$ cat config.mk
export PLATFORM = sky130hd
export DESIGN_NAME = i2c_tx_controller
export DESIGN_NICKNAME = d
export VERILOG_FILES = /design/src/rtl/i2c_tx_controller.sv
export SDC_FILE = /design/constraint.sdc
export NUM_CORES = 1
export LEC_CHECK = 0
export CORE_MARGIN = 2
export CORE_UTILIZATION = 48
export CTS_CLUSTER_DIAMETER = 100
export DETAILED_ROUTE_END_ITERATION = 8
export GPL_ROUTABILITY_DRIVEN = 0
export HOLD_SLACK_MARGIN = 0.08
export PLACE_DENSITY_LB_ADDON = 0.08
export SLEW_MARGIN = 5
export SYNTH_ARGS = -nofsm -noshare
export SYNTH_HDL_FRONTEND = slang
export SYNTH_SLANG_ARGS = --single-unit
export TNS_END_PERCENT = 5
$ cat constraint.sdc
create_clock -name clk -period 2.1 [get_ports clk]
set_clock_uncertainty 0.1 [all_clocks]
set_input_delay 0.42 -clock clk [delete_from_list [all_inputs] [get_ports clk]]
set_output_delay 0.42 -clock clk [all_outputs]
set_load 0.01 [all_outputs]
$ cat src/rtl/i2c_tx_controller.sv
// Byte-level I2C transmit controller: shifts a programmed number of bytes MSB-first
// on SCL falling-edge strobes and samples the receiver's ACK on the following rising strobe.
module i2c_tx_controller #(
    parameter int DATA_W = 8,
    parameter int CNT_W  = 7
) (
    input  logic              clk,
    input  logic              rst,
    input  logic              StartTX,
    input  logic [CNT_W-1:0]  TXcount,
    input  logic [DATA_W-1:0] TXData,
    input  logic              LoadTXD,
    input  logic              SclFall,
    input  logic              SclRise,
    input  logic              SDAIn,
    output logic              SDAOut,
    output logic              SDAOe,
    output logic              TXReady,
    output logic              ClkHold,
    output logic              ByteDone,
    output logic              TXDone,
    output logic              NackErr
);

    localparam int BIT_W = $clog2(DATA_W + 1);

    localparam logic [2:0] S_IDLE     = 3'd0;
    localparam logic [2:0] S_LOAD     = 3'd1;
    localparam logic [2:0] S_SHIFT    = 3'd2;
    localparam logic [2:0] S_ACK_WAIT = 3'd3;
    localparam logic [2:0] S_DONE     = 3'd4;

    logic [2:0]        r_state;
    logic [DATA_W-1:0] r_hold;
    logic              r_holdFull;
    logic [DATA_W-1:0] r_shift;
    logic [BIT_W-1:0]  r_bitCnt;
    logic [CNT_W-1:0]  r_remaining;
    logic              r_sdaOut;
    logic              r_sdaOe;
    logic              r_byteDone;
    logic              r_txDone;
    logic              r_nackErr;

    logic w_loadAccept;
    logic w_moveToShift;

    assign w_loadAccept  = LoadTXD && !r_holdFull;
    assign w_moveToShift = (r_state == S_LOAD) && r_holdFull && StartTX;

    assign SDAOut   = r_sdaOut;
    assign SDAOe    = r_sdaOe;
    assign TXReady  = !r_holdFull;
    assign ClkHold  = (r_state == S_LOAD) && !r_holdFull && StartTX;
    assign ByteDone = r_byteDone;
    assign TXDone   = r_txDone;
    assign NackErr  = r_nackErr;

    // Holding register survives aborts so a byte loaded ahead is sent on the next start.
    always_ff @(posedge clk or posedge rst) begin
        if (rst) begin
            r_hold     <= '0;
            r_holdFull <= 1'b0;
        end else if (w_moveToShift) begin
            r_holdFull <= 1'b0;
        end else if (w_loadAccept) begin
            r_hold     <= TXData;
            r_holdFull <= 1'b1;
        end
    end

    always_ff @(posedge clk or posedge rst) begin
        if (rst) begin
            r_state     <= S_IDLE;
            r_shift     <= '0;
            r_bitCnt    <= '0;
            r_remaining <= '0;
            r_sdaOut    <= 1'b1;
            r_sdaOe     <= 1'b0;
            r_byteDone  <= 1'b0;
            r_txDone    <= 1'b0;
            r_nackErr   <= 1'b0;
        end else begin
            r_byteDone <= 1'b0;
            r_txDone   <= 1'b0;
            // Dropping StartTX outside IDLE both aborts a transfer and leaves DONE.
            if (!StartTX && (r_state != S_IDLE)) begin
                r_state  <= S_IDLE;
                r_sdaOe  <= 1'b0;
                r_sdaOut <= 1'b1;
            end else begin
                case (r_state)
                    S_IDLE: begin
                        r_sdaOe <= 1'b0;
                        if (StartTX && (TXcount != '0)) begin
                            r_remaining <= TXcount;
                            r_nackErr   <= 1'b0;
                            r_state     <= S_LOAD;
                        end
                    end
                    S_LOAD: begin
                        if (r_holdFull) begin
                            r_shift  <= r_hold;
                            r_bitCnt <= BIT_W'(DATA_W);
                            r_state  <= S_SHIFT;
                        end
                    end
                    S_SHIFT: begin
                        if (SclFall) begin
                            if (r_bitCnt != '0) begin
                                r_sdaOe  <= 1'b1;
                                r_sdaOut <= r_shift[DATA_W-1];
                                r_shift  <= {r_shift[DATA_W-2:0], 1'b0};
                                r_bitCnt <= r_bitCnt - 1'b1;
                            end else begin
                                r_sdaOe  <= 1'b0;
                                r_sdaOut <= 1'b1;
                                r_state  <= S_ACK_WAIT;
                            end
                        end
                    end
                    S_ACK_WAIT: begin
                        if (SclRise && !SclFall) begin
                            if (!SDAIn) begin
                                r_byteDone <= 1'b1;
                                if (r_remaining != '0) begin
                                    r_remaining <= r_remaining - 1'b1;
                                end
                                if (r_remaining <= CNT_W'(1)) begin
                                    r_txDone <= 1'b1;
                                    r_state  <= S_DONE;
                                end else begin
                                    r_state <= S_LOAD;
                                end
                            end else begin
                                r_nackErr <= 1'b1;
                                r_txDone  <= 1'b1;
                                r_state   <= S_DONE;
                            end
                        end
                    end
                    S_DONE: begin
                        r_sdaOe <= 1'b0;
                    end
                    default: begin
                        r_state <= S_IDLE;
                    end
                endcase
            end
        end
    end

endmodule
==> metrics.txt <==
Synth Area in XOR/XNOR 0.4459%; VDD IR max 600.6 µV; clk_lat worst skew 0.28 ns; Sink Count 36; reg-to-reg setup timing slack 0.08 ns; leakage power 1.094 nW; Post-route DRC 0; Synth Area in Compound Gates 17.26%; multiplexer area fraction after synthesis 9.490%; Syn. warnings 0; CP endpoint kind flop; most used flip-flop cell after synthesis dfrtp_1; Tmin final 2.023 ns; Post-CTS Setup Bufs 0; Die Span X 67.97 µm; Via Count 1,736; HP Start r_hold[0]; Starting Density 49.46%; asr flop ratio synth 100.0%; FP Rows 23; largest net degree at the start of global routing 37; HP Class reg -> reg; Final Hold Violating Endpoints 0; most area-consuming cells after synthesis dfrtp_1 (45%), mux2_2 (5.2%), a21oi_1 (4.8%), nor2_1 (4.2%), o21ai_0 (3.8%); Routed wire per std cell 14.45 µm; WL final 4.421 mm; I/O pin count 29; synthesized cell area 1964 µm²; Setup-failing EPs final 0; share of layout cells above drive strength 1 20.70%; post-synthesis sequential area ratio 45.92%; die height 67.97 µm; crit path max fanout 5; Mapped Cells ~200; CTS root buf clkbuf_8; Pwr Total 3.150 mW; Max Cap Viol 0; number of synthesized flops with an enable pin 0; largest family of logic cells by synthesized area simple AND/OR/NAND/NOR gates; Global Route Usage Sum 21.38%; Worst Path Arrival 2.09 ns; storage element area 903.4 µm²; Worst-path clk slew 0.07 ns; R2R Path End r_remaining[1]; vias in the first global route about 1,700; area used by multi-input combinational logic approximately 1000 µm²; PD cells 1229 nW/µm²; post-route cell area 2564 µm²; Post-synth top cells dfrtp_1 (35), nor2_1 (22), a21oi_1 (19); H-tree levels 2; most common cell in the netlist dfrtp_1; Worst EP required 2.17 ns; Via density 5.673; slew margin rel. a little over two thirds; die area 4620 µm²; worst-margin pin slew 0.4431 ns; hold slack final slightly below 0.4 ns; FF+latch count, synth 36; antenna cells 0; placed cell areas 2456 µm²; Max Slew Vio Count 0; fin crit share 96.32%; Pre-Repair DR Iteration Count 7; highest clock rate around 500 MHz; dpl hpwl 3.265 mm; critical path class reg -> reg; final net count 282; initial antenna violation count 0; RSZ-0062 raised after global routing false; starting DRC count in detailed routing 205; clock buffer depth 2; cells on worst reg2reg path 5; core footprint 3971 µm²; first-pass GRT wire length 7.341 mm; Num CTS Buffers 5; Mapped Avg Cell Area 9.582 µm²; Final ANT Viol Nets 0; Simple-Gate Fraction of Synth Area 19.55%; I/O Buffers 28; post-synthesis adder-cell area fraction 3.185%; dominant cell type by area after synthesis dfrtp_1; Critical R2R Launch r_remaining[3]; grt total ovfl 0; status completed; CTS tree done; top-area cell type share of the netlist area 44.59%; CP Launch Type flop; Area Overhead vs Synth 30.51%; Net Count, Synth 232; Filler cells about 340; crit path capture r_remaining[1]; Synth cell types 46; crit path launch r_remaining[3]
stage by stage:
stage / utilization [%] / setup WS [ns] / setup TNS [ns] / std cells
after floorplan: - / 0.08846 / 0 / 205
after global placement: 61.85 / -0.3567 / -2.855 / 298
after detailed placement: 61.85 / -0.4069 / -3.522 / 298
after CTS: 64.21 / -0.06491 / -0.09288 / 306
after global routing: 64.56 / 0.02903 / 0 / 306
final: 64.56 / 0.07718 / 0 / 306
worst min path at each step:
stage / slack [ns] / depth (start not counted) / end
after floorplan: 0.35 / 2 / r_shift[0]
after global placement: 0.38 / 2 / r_shift[0]
after detailed placement: 0.39 / 2 / r_shift[0]
after CTS: 0.40 / 2 / r_shift[0]
after global routing: 0.42 / 2 / NackErr
final: 0.39 / 2 / r_shift[0]
power by group:
part | switching [mW] | internal (mW)
Clock | 0.240 | 0.232
Combinational | 0.690 | 0.744
Sequential | 0.254 | 0.990
placed cells by master, fill, tap and decap left out, types with 3 or more instances in the layout:
master | netlist | final
a21oi_1 | 19 | 19
buf_4 | 1 | 23
clkbuf_8 | 0 | 5
clkdlybuf4s50_1 | 0 | 23
dfrtp_1 | 35 | 34
dlymetal6s2s_1 | 0 | 3
ha_1 | 5 | 5
inv_1 | 10 | 10
mux2_2 | 9 | 9
mux2i_1 | 7 | 7
nand2_1 | 18 | 18
nand2b_1 | 4 | 4
nand3b_1 | 5 | 5
nor2_1 | 22 | 22
nor3_1 | 6 | 5
o21ai_0 | 15 | 15
repair_timing:
| action | 4_1_cts | 5_1_grt |
|---|---|---|
| resized for setup | 3 | 6 |
| hold buffers | 0 | 0 |
| pin swaps | 2 | 2 |
| setup endpoints to repair | 9 | 8 |
registers in the layout, indices dropped and copies added, names as in the netlist:
name,cells
r_hold,8
r_holdFull,1
r_remaining,7
r_bitCnt,4
SDAOut,1
SDAOe,1
ByteDone,1
TXDone,1
r_shift,8
NackErr,1
r_state,3
cell families (layout without fill, tap and decap cells):
kind of cell,after synthesis,count (layout)
xor+xnor,1,1
fa+ha+maj,5,5
compound gates,53,53
buf+inv,19,70
flops,36,36
mux,17,17
simple gates,74,74
layer usage:
layer  vias to the layer above  wire length, µm  GRT usage [%]
met2                        67             2130          34.22
met5                         -                0              0
li1                        831                -              -
met3                        15              277          5.099
met4                         0              101          11.50
met1                       823             1911          26.64
final cells by class:
class	instances	share of cell area (%)
Multi-Input combinational cell	150	38.90
Sequential cell	36	35.24
Timing Repair Buffer	52	18.64
Clock buffer	6	2.831
Tap cell	50	2.440
Inverter	10	1.464
Clock inverter	2	0.4880
worst max-delay path: stages (launching register included):
cell and delay, ns:
dfrtp_1 0.41, or4_4 0.60, nor3_2 0.25, a211oi_2 0.08, and2_4 0.18, mux2_4 0.28
Power figures use the tool's default switching activity.
